[src/rtl/div_unit.sv]
// Iterative 32-bit divider for the execute stage: signed/unsigned restoring division,
// one quotient bit per clock, result {remainder, quotient} destined for HI/LO.
module div_unit #(
    parameter int WIDTH = 32
) (
    input  logic                 clk,
    input  logic                 Rst_n,
    input  logic                 signed_div_i,
    input  logic [WIDTH-1:0]     opdata1_i,
    input  logic [WIDTH-1:0]     opdata2_i,
    input  logic                 start_i,
    input  logic                 annul_i,
    output logic [2*WIDTH-1:0]   result_o,
    output logic                 ready_o
);

    typedef enum logic [1:0] {
        FREE   = 2'd0,
        BYZERO = 2'd1,
        ON     = 2'd2,
        END    = 2'd3
    } state_t;

    state_t        state_r, state_s;
    logic [5:0]    cnt_r, cnt_s;
    logic [64:0]   dividend_r, dividend_s;
    logic [31:0]   divisor_r, divisor_s;
    logic          signed_r, signed_s;
    logic          sign1_r, sign1_s;
    logic          sign2_r, sign2_s;
    logic [63:0]   result_s;
    logic          ready_s;

    logic [31:0]   mag1_s, mag2_s;
    logic [64:0]   shifted_s;
    logic [32:0]   diff_s;
    logic [64:0]   step_s;
    logic [31:0]   quot_s, rem_s;

    function automatic logic [31:0] neg32(input logic [31:0] v);
        return (~v) + 32'd1;
    endfunction

    // 0x80000000 negates to itself, which reads correctly as unsigned 2^31.
    assign mag1_s = (signed_div_i && opdata1_i[31]) ? neg32(opdata1_i) : opdata1_i;
    assign mag2_s = (signed_div_i && opdata2_i[31]) ? neg32(opdata2_i) : opdata2_i;

    // Restoring step: shift, trial-subtract from the upper 33 bits, keep if non-negative.
    assign shifted_s = dividend_r << 1'b1;
    assign diff_s    = shifted_s[64:32] - {1'b0, divisor_r};
    assign step_s    = diff_s[32] ? shifted_s : {diff_s, shifted_s[31:1], 1'b1};

    // Next-state and next-output logic for the FREE/BYZERO/ON/END sequencer.
    always_comb begin
        state_s    = state_r;
        cnt_s      = cnt_r;
        dividend_s = dividend_r;
        divisor_s  = divisor_r;
        signed_s   = signed_r;
        sign1_s    = sign1_r;
        sign2_s    = sign2_r;
        result_s   = result_o;
        ready_s    = ready_o;
        quot_s     = dividend_r[31:0];
        rem_s      = dividend_r[63:32];

        case (state_r)
            FREE: begin
                ready_s  = 1'b0;
                result_s = 64'd0;
                if (start_i && !annul_i) begin
                    if (opdata2_i == 32'd0) begin
                        state_s = BYZERO;
                    end else begin
                        state_s    = ON;
                        cnt_s      = 6'd0;
                        dividend_s = {33'd0, mag1_s};
                        divisor_s  = mag2_s;
                        signed_s   = signed_div_i;
                        sign1_s    = opdata1_i[31];
                        sign2_s    = opdata2_i[31];
                    end
                end else begin
                    state_s = FREE;
                end
            end
            BYZERO: begin
                state_s  = END;
                result_s = 64'd0;
                ready_s  = 1'b1;
            end
            ON: begin
                if (annul_i) begin
                    state_s = FREE;
                    cnt_s   = 6'd0;
                    ready_s = 1'b0;
                end else if (cnt_r == 6'd32) begin
                    if (signed_r && (sign1_r ^ sign2_r)) begin
                        quot_s = neg32(dividend_r[31:0]);
                    end else begin
                        quot_s = dividend_r[31:0];
                    end
                    if (signed_r && sign1_r) begin
                        rem_s = neg32(dividend_r[63:32]);
                    end else begin
                        rem_s = dividend_r[63:32];
                    end
                    state_s  = END;
                    cnt_s    = 6'd0;
                    result_s = {rem_s, quot_s};
                    ready_s  = 1'b1;
                end else begin
                    dividend_s = step_s;
                    cnt_s      = cnt_r + 6'd1;
                end
            end
            END: begin
                if (start_i) begin
                    state_s = END;
                end else begin
                    state_s  = FREE;
                    result_s = 64'd0;
                    ready_s  = 1'b0;
                end
            end
            default: begin
                state_s  = FREE;
                cnt_s    = 6'd0;
                result_s = 64'd0;
                ready_s  = 1'b0;
            end
        endcase
    end

    // State, datapath and output registers with synchronous active-low reset.
    always_ff @(posedge clk) begin
        if (!Rst_n) begin
            state_r    <= FREE;
            cnt_r      <= 6'd0;
            dividend_r <= 65'd0;
            divisor_r  <= 32'd0;
            signed_r   <= 1'b0;
            sign1_r    <= 1'b0;
            sign2_r    <= 1'b0;
            result_o   <= 64'd0;
            ready_o    <= 1'b0;
        end else begin
            state_r    <= state_s;
            cnt_r      <= cnt_s;
            dividend_r <= dividend_s;
            divisor_r  <= divisor_s;
            signed_r   <= signed_s;
            sign1_r    <= sign1_s;
            sign2_r    <= sign2_s;
            result_o   <= result_s;
            ready_o    <= ready_s;
        end
    end

endmodule

[config.mk]
export PLATFORM = sky130hd
export DESIGN_NAME = div_unit
export DESIGN_NICKNAME = d
export VERILOG_FILES = /design/src/rtl/div_unit.sv
export SDC_FILE = /design/constraint.sdc
export NUM_CORES = 1
export LEC_CHECK = 0
export CORE_ASPECT_RATIO = 1.75
export CORE_MARGIN = 4
export CORE_UTILIZATION = 44
export CTS_BUF_LIST = sky130_fd_sc_hd__clkbuf_4 sky130_fd_sc_hd__clkbuf_8
export CTS_CLUSTER_SIZE = 28
export DETAILED_ROUTE_END_ITERATION = 10
export DONT_BUFFER_PORTS = 1
export HOLD_SLACK_MARGIN = 0.05
export PLACE_DENSITY_LB_ADDON = 0.3
export SLEW_MARGIN = 5
export SYNTH_ARGS = -nofsm -noshare
export SYNTH_HDL_FRONTEND = slang
export SYNTH_SLANG_ARGS = --single-unit
[constraint.sdc]
create_clock -name clk -period 3.1 [get_ports clk]
set_input_delay 0 -clock clk [delete_from_list [all_inputs] [get_ports clk]]
set_output_delay 0 -clock clk [all_outputs]
set_load 0.005 [all_outputs]
* Yosys cells after proc, flatten, opt, wreduce, memory -nomap -nowiden
Cells that the tools add are included.
** Storage, ports and cells
- Register bits :: 172
- Latch bits :: 0
- RAM bits :: 0
- Bits in read-only memories :: 0
- Input port bits :: 69
- Output and inout bits :: 65
- Logic and storage cells :: 76
- Memories kept :: 0
** Cells by class
- $add $sub $neg :: 6
- Multiply operators :: 0
- Divide/modulo/power cells :: 0
- Magnitude comparators :: 0
- Equality and inequality tests :: 11
- Shift-type cells :: 0
- Muxes and demuxes :: 29
- Bitwise gates (word level) :: 6
- Reduce and logical (&&, ||, !) cells :: 15
** Operator list (count)
- 2-to-1 mux 64 bit :: 8
- one-hot mux 64 bit (3 select lines) :: 1
- adder 32 x 1 -> 32 bit, second input constant :: 4
- 2-to-1 mux 32 bit :: 4
- NOT 32 bit :: 4
- one-hot mux 64 bit (2 select lines) :: 1
- subtractor 33 x 32 -> 33 bit :: 1
- logical NOT 32 bit :: 1
- 2-to-1 mux 6 bit :: 4
- != test 2 bit, second input constant :: 6
- one-hot mux 6 bit (2 select lines) :: 1
- 2-to-1 mux 2 bit :: 5
- AND reduction 3 bit :: 3
- one-hot mux 2 bit (4 select lines) :: 1
- adder 6 x 1 -> 6 bit, second input constant :: 1
- equality test 6 bit, second input constant :: 1
- logical AND 1 bit :: 5
- AND reduction 5 bit :: 1
- equality test 2 bit, second input constant :: 2
- one-hot mux 1 bit (4 select lines) :: 1
- 2-to-1 mux 1 bit :: 3
- != test 3 bit, second input constant :: 1
- equality test 2 x 1 -> 1 bit, second input constant :: 1
- logical NOT 2 bit :: 1
- 6 further kinds :: 6

* Logic depth before layout (Yosys ltp)
Gate-level depths: netlist of the first run.
- Depth in word-level cells :: 6
- Gate-level depth with buffers :: 14
- Depth with buffers taken out :: 12

* Least setup slack after synthesis of the first run
No wires, ideal clock.
- Path kind :: reg2reg
- Start :: reg dividend_r[31]
- End :: reg dividend_r[34]
- Setup time :: 0.129 ns
- Arrival time :: 2.902 ns
- Data required time :: 2.971 ns
- Slack :: 0.070 ns
- Cell stages (with the launch flop) :: 14
- Path buffers :: 2
- Path through :: dfxtp_1 > inv_1 > ha_1 > fa_1 > nand2b_1 > a21oi_1 > o211ai_1 > a31oi_1 > a311oi_1 > a221oi_1 > buf_2 > buf_1 > mux2i_1 > o21ai_0
** Between the ends
- Longest elaborated chain between the ends :: 5
** Ends and longest elaborated chain
- from (decl) :: RTL line 26 : logic [64:0] dividend_r, dividend_s;
- from (signal assigned) :: RTL line 150 : dividend_r <= dividend_s;
- subtractor 33 x 32 -> 33 bit :: RTL line 50 : assign diff_s = shifted_s[64:32] - {1'b0, divisor_r};
- 2-to-1 mux 64 bit :: RTL line 51 : assign step_s = diff_s[32] ? shifted_s : {diff_s, shifted_s[31:1], 1'b1};
- 2-to-1 mux 64 bit :: RTL line 97 : end else if (cnt_r == 6'd32) begin
- 2-to-1 mux 64 bit :: RTL line 93 : if (annul_i) begin
- one-hot mux 64 bit (2 select lines) :: RTL line 67 : case (state_r)
Every way passes these cells. The select of a mux whose other input is x is not followed.
A chain may end at the register's enable or synchronous reset.

* Final worst setup path of the first run
- Start :: reg dividend_r[31]
- End :: reg dividend_r[60]
Same word-level chain as after synthesis.

==> metrics list, run 1 <==
- The run finished with clean final reports.
- Summed area of non-filler cells in the final layout: 13600 sq um
- Across the run, the number of max-cap violations was 0.
- Combined flip-flop and latch cell area: 3440 sq um
- Setup TNS: 0 ps
- The netlist uses 70 different library cells.
- No sink is reached through more buffers than the 2 on the longest clock path.
* Type of element launching the critical path: flop
- Standard cell with the maximum stage delay on the critical path: sky130_fd_sc_hd__fa_2
- Placed wire-length estimate: 28.1 mm
* CP peak stage delay: 360 ps
- The clock drives 172 sinks.
- Global routing consumed, over all layers together, 26.2% of the routing resources.
* Synthesized Nets: 1609
- Critical R2R Capture: dividend_r[60]$_SDFFE_PN0P_
- Setup WS pre-CTS: 64.8 ps
* Largest net degree at the start of global routing: 125
* Layout cell share with drive strength beyond 1: 9.62%
- Once the floorplan was initialized, standard cells occupied 44.8% of the core.
- Summing all placed instances gives a cell area of 12100 sq um.
* Worst-case register-to-register setup slack: 120 ps
* Number of detailed-routing iterations run before antenna repair: 5
* Static power due to leakage: 5.41 nW
- Top cell type's share of synthesized area: 30.2%
* Die Width: 130 um
- Syn_area_per_cell: 7.62 sq um
- The worst pin sits at a relative slew slack of 40.6%.
- Part of the Yosys area used for sequential elements: 30.2%
- The area growth from synthesis to layout is 19.7%.
- Prevailing post-synth register cell: sky130_fd_sc_hd__dfxtp_1
- Maximum clock rate: 335 MHz
* Clock tree from TritonCTS: done
- From bottom edge to top edge, the die measures 221 um.
- Gp weighted congestion: 0.960
- Across all setup checks in the final design, the least slack found is 115 ps.
- Summing over every cut layer, the via total after detailed routing is 11.2k.
- In this run, synthesis produced a sequential element count of 172.
- Fill cells in the final layout number 2439.
* Final wirelength: 38.0 mm
- Capture point of the worst path: dividend_r[60]$_SDFFE_PN0P_
- The startpoint identified for the worst register-to-register timing path is dividend_r[31]$_SDFFE_PN0P_.
- Die Outline Area: 28700 sq um
- Count of standard-cell rows: 77
- The region available for standard cell placement spans 25400 sq um.
* Critical path data required time: 3490 ps
- The clock period could shrink to 2980 ps.
- The number of global-route vias before repair came to 11.4k.
* Number of synthesized flops with an enable pin: 0
- Biggest area contributors in the synthesized netlist: sky130_fd_sc_hd__dfxtp_1 (30%), sky130_fd_sc_hd__nand2_1 (8.3%), sky130_fd_sc_hd__o21ai_0 (6.1%)
* Clock Pin Slew Worst Setup and Hold Paths: 100 ps
- For this block, the initial DRC count from the detailed router was 629.
- Cells along the critical path: inv_2 > ha_2 > fa_2 > nand2b_4 > a21oi_2 > buf_4 > o211ai_1 > a31oi_1 > a311oi_2 > a221oi_4 > buf_6 > buf_12 > mux2i_1 > o21ai_0
* Post-Synthesis Cell Area: 11400 sq um
- Cell count of the worst reg-to-reg path: 14
- Async SR Flop Fraction: 0%
- For this run the aggregate overflow at the end of global routing stands at 0.
- Worst Clk Skew: 15.0 ps
- Vias per Instance: 5.79
* VDD IR max: 0.000301 V
- Wire length of the first global-routing pass: 59.0 mm
- During I/O placement, the number of pins put on the boundary was 134.
* WS Path Type: reg2reg
* Final layout net count: 1722
- Later-pin clock latency in the skew report: 510 ps
- In the final layout, the multi-input gates occupy 7470 sq um.
- For this run, the number of Yosys warnings is 0.
- The number of antenna violations at the first check in global routing was 1.
* Fin. max-slew vios: 0
- Power comes to 5.21 mW.
- In the final routed layout, each cell accounts on average for 19.6 um.
- For the pin with the worst max-slew slack, the measured transition is 891 ps.
* CTS H-Tree Depth: 4
- Final period util: 96.3%
- In this run the power density over the cells is 382 nW/um^2.
* Biggest area consumer among synthesized cells: sky130_fd_sc_hd__dfxtp_1
* TritonCTS buffer count: 17
- Residual DRC: 0
- Setup violations remaining at the end of the flow were counted as 0.
- Start point of the critical path: dividend_r[31]$_SDFFE_PN0P_
- Crit path max fanout: 9
- Input and output buffers added on the ports amount to 0.
- Final-layout worst hold slack: 68.9 ps
- Worst setup EP type: flop
* Hold Violations, Final: 0
* Buffer cell driving the clock tree root: sky130_fd_sc_hd__clkbuf_8
- The detail route stage leaves a number of antenna-violating nets equal to 0.
- Data arrival, critical path: 3370 ps
- Worst Hold Class: in2reg
- The cell count after synthesis came out at 1496.
-- registers in the layout (all words and copies together), names as in the netlist --
signal,count
sign2_r,1
signed_r,1
result_o,64
state_r,2
ready_o,1
sign1_r,1
divisor_r,32
dividend_r,64
cnt_r,6
-- cell families (layout without fill, tap and decap cells) --
logic type               after synthesis  count (layout)  synth area share, %
AO/OA/AOI/OAI                        422             422                 23.7
XOR/XNOR                             143             143                 11.0
multiplexers                          28              28                 2.47
other                                  0               2                    0
buffers and inverters                150             275                 5.36
adder cells (fa/ha/maj)               44              44                 4.89
flip-flops                           172             172                 30.2
AND/OR/NAND/NOR                      537             537                 22.4
-- per-stage QoR --
stage          cells  utilization (%)
5_1_grt         1938             53.6
3_3_place_gp    1800             47.4
2_1_floorplan   1496                -
4_1_cts         1934             53.1
6_report        1939             53.7
3_5_place_dp    1800             47.4
-- worst min-delay path by stage --
| stage | startpoint | endpoint | slack, ps | depth (start not counted) |
|---|---|---|---|---|
| after floorplan | opdata1_i[31] | sign1_r$_SDFFE_PN0P_ | 140 | 2 |
| after global placement | Rst_n | dividend_r[1]$_SDFFE_PN0P_ | 140 | 1 |
| after detailed placement | Rst_n | dividend_r[1]$_SDFFE_PN0P_ | 140 | 1 |
| after CTS | Rst_n | dividend_r[41]$_SDFFE_PN0P_ | 50 | 4 |
| after global routing | Rst_n | dividend_r[57]$_SDFFE_PN0P_ | 70 | 4 |
| final | opdata1_i[5] | dividend_r[6]$_SDFFE_PN0P_ | 70 | 6 |
-- cell usage in the layout (no fill, tap or decap), drive strengths merged, types with 11 or more instances in the layout --
cell / Yosys / final
a21boi: 42 / 42
a21oi: 82 / 82
a22oi: 31 / 31
a31oi: 20 / 20
and2: 13 / 13
and3: 17 / 17
buf: 21 / 84
clkbuf: 71 / 20
dfxtp: 172 / 172
dlygate4sd3: 0 / 102
ha: 43 / 43
inv: 58 / 61
mux2i: 27 / 27
nand2: 252 / 252
nand2b: 11 / 11
nand3: 27 / 27
nor2: 80 / 80
nor2b: 43 / 43
nor3: 28 / 28
nor4: 17 / 17
o211a: 19 / 19
o211ai: 13 / 13
o21ai: 146 / 146
o31ai: 14 / 14
or3: 15 / 15
or4: 11 / 11
xnor2: 71 / 71
xor2: 72 / 72
-- critical path, delay by kind of cell (launching register included) --
kind	cells	cell delay [ps]
DFF	1	350
AOI/OAI and AO/OA	6	1130
and+or+nand+nor	1	150
buffers and inverters	4	490
adders and majority gates	2	540
muxes	1	190
-- area by class of cell --
| type | instances | area share (%) |
|---|---|---|
| Tap cell | 316 | 2.90 |
| Antenna cell | 2 | 0.0367 |
| Sequential cell | 172 | 25.2 |
| Inverter | 58 | 1.60 |
| Timing Repair Buffer | 186 | 12.5 |
| Multi-Input combinational cell | 1174 | 54.7 |
| Clock buffer | 20 | 1.97 |
| Clock inverter | 11 | 0.981 |
-- timing repair --
action                                  4_1_cts  5_1_grt
resized for setup                             0       27
hold buffers                                103        0
buffers inserted                              0        3
endpoints found under the hold margin       150        0
endpoints found under the setup margin        0       45
-- cells in the mapped netlist (6+ instances only) --
master / number
sky130_fd_sc_hd__ha_1: 43
sky130_fd_sc_hd__buf_2: 16
sky130_fd_sc_hd__or3_1: 11
sky130_fd_sc_hd__nor3b_1: 8
sky130_fd_sc_hd__nor2b_1: 43
sky130_fd_sc_hd__a31oi_1: 20
sky130_fd_sc_hd__nor3_1: 27
sky130_fd_sc_hd__dfxtp_1: 172
sky130_fd_sc_hd__o21a_1: 7
sky130_fd_sc_hd__xnor2_1: 71
sky130_fd_sc_hd__and3_1: 17
sky130_fd_sc_hd__o31ai_1: 13
sky130_fd_sc_hd__and2_1: 13
sky130_fd_sc_hd__or4_1: 10
sky130_fd_sc_hd__o21ai_1: 8
sky130_fd_sc_hd__a21oi_1: 81
sky130_fd_sc_hd__clkbuf_1: 70
sky130_fd_sc_hd__o21ai_0: 138
sky130_fd_sc_hd__nand4_1: 9
sky130_fd_sc_hd__a21boi_0: 40
sky130_fd_sc_hd__a21o_1: 6
sky130_fd_sc_hd__nand2_1: 252
sky130_fd_sc_hd__nor2_1: 80
sky130_fd_sc_hd__o41ai_1: 9
sky130_fd_sc_hd__mux2i_1: 27
sky130_fd_sc_hd__xor2_1: 72
sky130_fd_sc_hd__inv_1: 58
sky130_fd_sc_hd__nor4_1: 13
sky130_fd_sc_hd__o211ai_1: 12
sky130_fd_sc_hd__nand3_1: 27
sky130_fd_sc_hd__nand2b_1: 11
sky130_fd_sc_hd__a22oi_1: 31
sky130_fd_sc_hd__o211a_1: 19
-- report_power, final --
group / leakage (nW) / total (mW) / switching, mW / internal (mW)
sequential: 1.39 / 2.35 / 0.0686 / 2.28
clock: 0.197 / 1.66 / 0.887 / 0.773
combinational: 3.82 / 1.21 / 0.673 / 0.533
-- layer usage --
metal / routed length, um / vias up / global-route usage [%]
li1: - / 5464 / -
met1: 12800 / 5286 / 24.6
met2: 20500 / 346 / 49.3
met3: 1690 / 137 / 4.51
met4: 3030 / 0 / 18.5
met5: 0 / - / 0
No activity file was read; power rests on OpenSTA's default activity.
==> inputs of run 2 (changes only) <==
- CORE_MARGIN: 4 -> 2
- CORE_UTILIZATION: 44 -> 40
==> metrics list, run 2 (same netlist as run 1, synthesis figures left out) <==
- The highest routed metal layer is met4 (unchanged).
* Number of placed instances with taps included: 1849 (was 1800)
- The post-detailed-placement half-perimeter wirelength was 27.4 mm (was 28.1 mm).
* Largest net degree at the start of global routing: 124 (was 125)
* CP peak stage delay: 580 ps (was 360 ps)
- The final period demand of the worst path came to 3020 ps (was 2980 ps).
- Die Width: 132 um (was 130 um)
- Kind of cell with the highest combined delay on the critical path: simple AND/OR/NAND/NOR gates (was compound AO/OA/AOI/OAI gates)
* Final period util: 97.5% (was 96.3%)
* Later-pin clock latency in the skew report: 510 ps (about the same)
* Part of the power in registers: 46.5% (was 45.0%)
* Total overflow reported by the global router: 0 (unchanged)
- Most common cell after layout, fill and taps aside: sky130_fd_sc_hd__nand2_1 (unchanged)
- Length of routed met2 wiring: 20.2 mm (was 20.5 mm)
* Met1 layer wirelength in the final routing: 12.7 mm (was 12.8 mm)
* Final wirelength: 37.3 mm (was 38.0 mm)
- Relative contribution of the clock network to total power: 30.0% (was 31.8%)
- The depth of the CTS H-tree was 4 (unchanged).
- The number of hold-slack violations in the final timing report came to 0 (unchanged).
- Most frequent cells in the layout: sky130_fd_sc_hd__nand2_1 (251), sky130_fd_sc_hd__dfxtp_1 (170), sky130_fd_sc_hd__o21ai_0 (137) (was sky130_fd_sc_hd__nand2_1 (252), sky130_fd_sc_hd__dfxtp_1 (171), sky130_fd_sc_hd__o21ai_0 (135)).
- Data arrival, critical path: 3420 ps (was 3370 ps)
- The post-detailed-route DRC marker count is 0 (unchanged).
- Measured slew at the worst slew-check pin: 755 ps (was 891 ps)
* Vias in the first global route: 11.3k (was 11.4k)
- The worst min-delay path class was in2reg (unchanged).
- The post-detailed-route via-to-cell ratio came to 5.63 (was 5.79).
* Residual antenna-violating net count after detailed routing: 0 (unchanged)
- Clock tree from TritonCTS: done (unchanged)
* Antenna violations before repair: 1 (unchanged)
- Maxcap violations: 0 (unchanged)
* Top flop regs: dividend_r x64, result_o x64, divisor_r x32 (unchanged)
* NetSw: 1.66 mW (was 1.63 mW)
* TritonCTS buffer count: 17 (unchanged)
- The starting utilization of the core area is 40.8% (was 44.8%).
- The worst IR drop on VDD was 0.000296 V (was 0.000301 V).
* Die Outline Area: 29900 sq um (was 28700 sq um)
* Core area: 28000 sq um (was 25400 sq um)
- The layout filler cell count came to 2824 (was 2439).
- Clock Pin Slew Worst Setup and Hold Paths: 90 ps (was 100 ps)
- Final layout net count: 1714 (was 1722)
- The fmax was 331 MHz (was 335 MHz).
- Setup repair after global routing could not meet its margin everywhere.
- Type of element launching the critical path: input port (was flop)
* Gp weighted congestion: 0.936 (was 0.960)
- Total internal power: 3.38 mW (was 3.58 mW)
- The routed wire length on met3 was 1.32 mm (was 1.69 mm).
- The DRC violation total after the first TritonRoute iteration is 524 (was 629).
- Buffers from clock root to sink, at most: 2 (unchanged)
* Layout-stage area growth over the synthesis result: 19.1% (was 19.7%)
- Switching share of power: 32.9% (was 31.3%)
- The cell with the largest stage delay on the worst path was sky130_fd_sc_hd__dlygate4sd3_1 (was sky130_fd_sc_hd__fa_2).
* Worst setup EP type: flop (unchanged)
* Wire length of the first global-routing pass: 57.8 mm (was 59.0 mm)
- Worst Clk Skew: 16.0 ps (was 15.0 ps)
* Count of buffers from port buffering: 0 (unchanged)
- Average wire per cell in the routed design: 18.8 um (was 19.6 um)
- The combinational share of power is 23.5% (was 23.1%).
- The largest fanout on the critical path came to 4 (was 9).
* Number of detailed-routing iterations run before antenna repair: 8 (was 5)
- The max-slew violation total from the final report is 0 (unchanged).
- The height of the die was 227 um (was 221 um).
- The cell at the root of the clock tree is sky130_fd_sc_hd__clkbuf_8 (unchanged).
- The post-route core utilization was 48.5% (was 53.7%).
- The total global routing track utilization is 24.7% (was 26.2%).
- The required arrival time at the worst endpoint is 3500 ps (was 3490 ps).
* Post-Layout Cell Count: 1988 (was 1939)
- Final-layout worst hold slack: 28.4 ps (was 68.9 ps)
- The number of buffer and inverter instances along the worst setup path is 2 (was 4).
- Static power due to leakage: 5.35 nW (was 5.41 nW)
* Setup violation total in the final timing report: 0 (unchanged)
* WS Path Type: in2reg (was reg2reg)
* Count of standard-cell rows: 81 (was 77)
- The power density normalized to cell area was 371 nW/um^2 (was 382 nW/um^2).
- The fraction of final layout cells with drive strength greater than 1 is 9.36% (was 9.62%).
- The relative max-transition margin is 49.5% (was 40.6%).
* Num Clock Sinks: 172 (unchanged)
- The overall via count from detail_route came to 11.2k (about the same).
- Run status: finished, final reports clean (unchanged)
- The I/O pin total is 134 (unchanged).
* Cells along the critical path: dlygate4sd3_1 > or3_4 > or4_4 > or3_4 > or3_4 > o41ai_2 > xor2_1 > dlygate4sd3_1 > nand2_1 > o211ai_2 > a21boi_2 (was inv_2 > ha_2 > fa_2 > nand2b_4 > a21oi_2 > buf_4 > o211ai_1 > a31oi_1 > a311oi_2 > a221oi_4 > buf_6 > buf_12 > mux2i_1 > o21ai_0)
* Cell with the most instances on the worst path: sky130_fd_sc_hd__or3_4
- The power after layout came to 5.04 mW (was 5.21 mW).
- Setup TNS: 0 ps (unchanged)
[run 2: changes by cell type in the layout (fill, tap and decap cells not counted), sizes merged]
cell and delta:
clkbuf -1, buf -6, dlygate4sd3 -2, diode -1
inv +3, bufinv -2, clkinv +1
[run 2: timing repair]
action | CTS | global route
resized for setup | 2 | 23
buffers inserted | 1 | 4
endpoints found under the hold margin | 144 | 9
pin swaps | 0 | 6
hold buffers | 100 | 1
setup endpoints to repair | 15 | 50
[run 2: through the flow]
stage | area [sq um] | setup slack, ps
finish | 13600 | 78.1
global route | 13600 | -49.4
CTS | 13400 | 12.8
detailed placement | 12000 | -16.2
global placement | 12000 | 42.2
floorplan | 11400 | 69.7
[run 2: cell type report]
type	instances	area, sq um	area share (%)
Antenna cell	1	2.50	0.0184
Multi-Input combinational cell	1174	7460	55.0
Clock buffer	19	249	1.83
Clock inverter	13	109	0.802
Sequential cell	172	3450	25.4
Timing Repair Buffer	178	1630	12.0
Tap cell	373	467	3.44
Inverter	58	218	1.60
[run 2: tightest hold or removal path, stage by stage]
cell and delay (ps):
sky130_fd_sc_hd__and2_2 310, sky130_fd_sc_hd__nand2_1 120, sky130_fd_sc_hd__o21ai_1 50
[run 2: metal layers]
layer,up-vias,global-route usage (%)
met3,140,4.03
met4,0,19.7
li1,5452,-
met1,5291,21.8
met2,308,49.1
met5,-,0
[run 2: path summary, 6_finish.rpt]
check | from | endpoint | slack [ps] | cells after the start
worst min register to register | result_o[59]$_SDFFE_PN0P_ | result_o[59]$_SDFFE_PN0P_ | 480 | 2
worst max register to register | dividend_r[54]$_SDFFE_PN0P_ | dividend_r[58]$_SDFFE_PN0P_ | 100 | 11
worst min-delay path | Rst_n | result_o[31]$_SDFFE_PN0P_ | 30 | 3
worst max-delay path | opdata1_i[13] | dividend_r[28]$_SDFFE_PN0P_ | 80 | 11
[run 2: power groups by stage]
stage               registers (mW)  clock network [mW]  logic [mW]
floorplan                     2.37                   0       0.747
global placement              2.39                   0       0.979
detailed placement            2.39                   0       0.983
CTS                           2.34                1.56        1.16
global route                  2.35                1.62        1.29
finish                        2.34                1.51        1.18
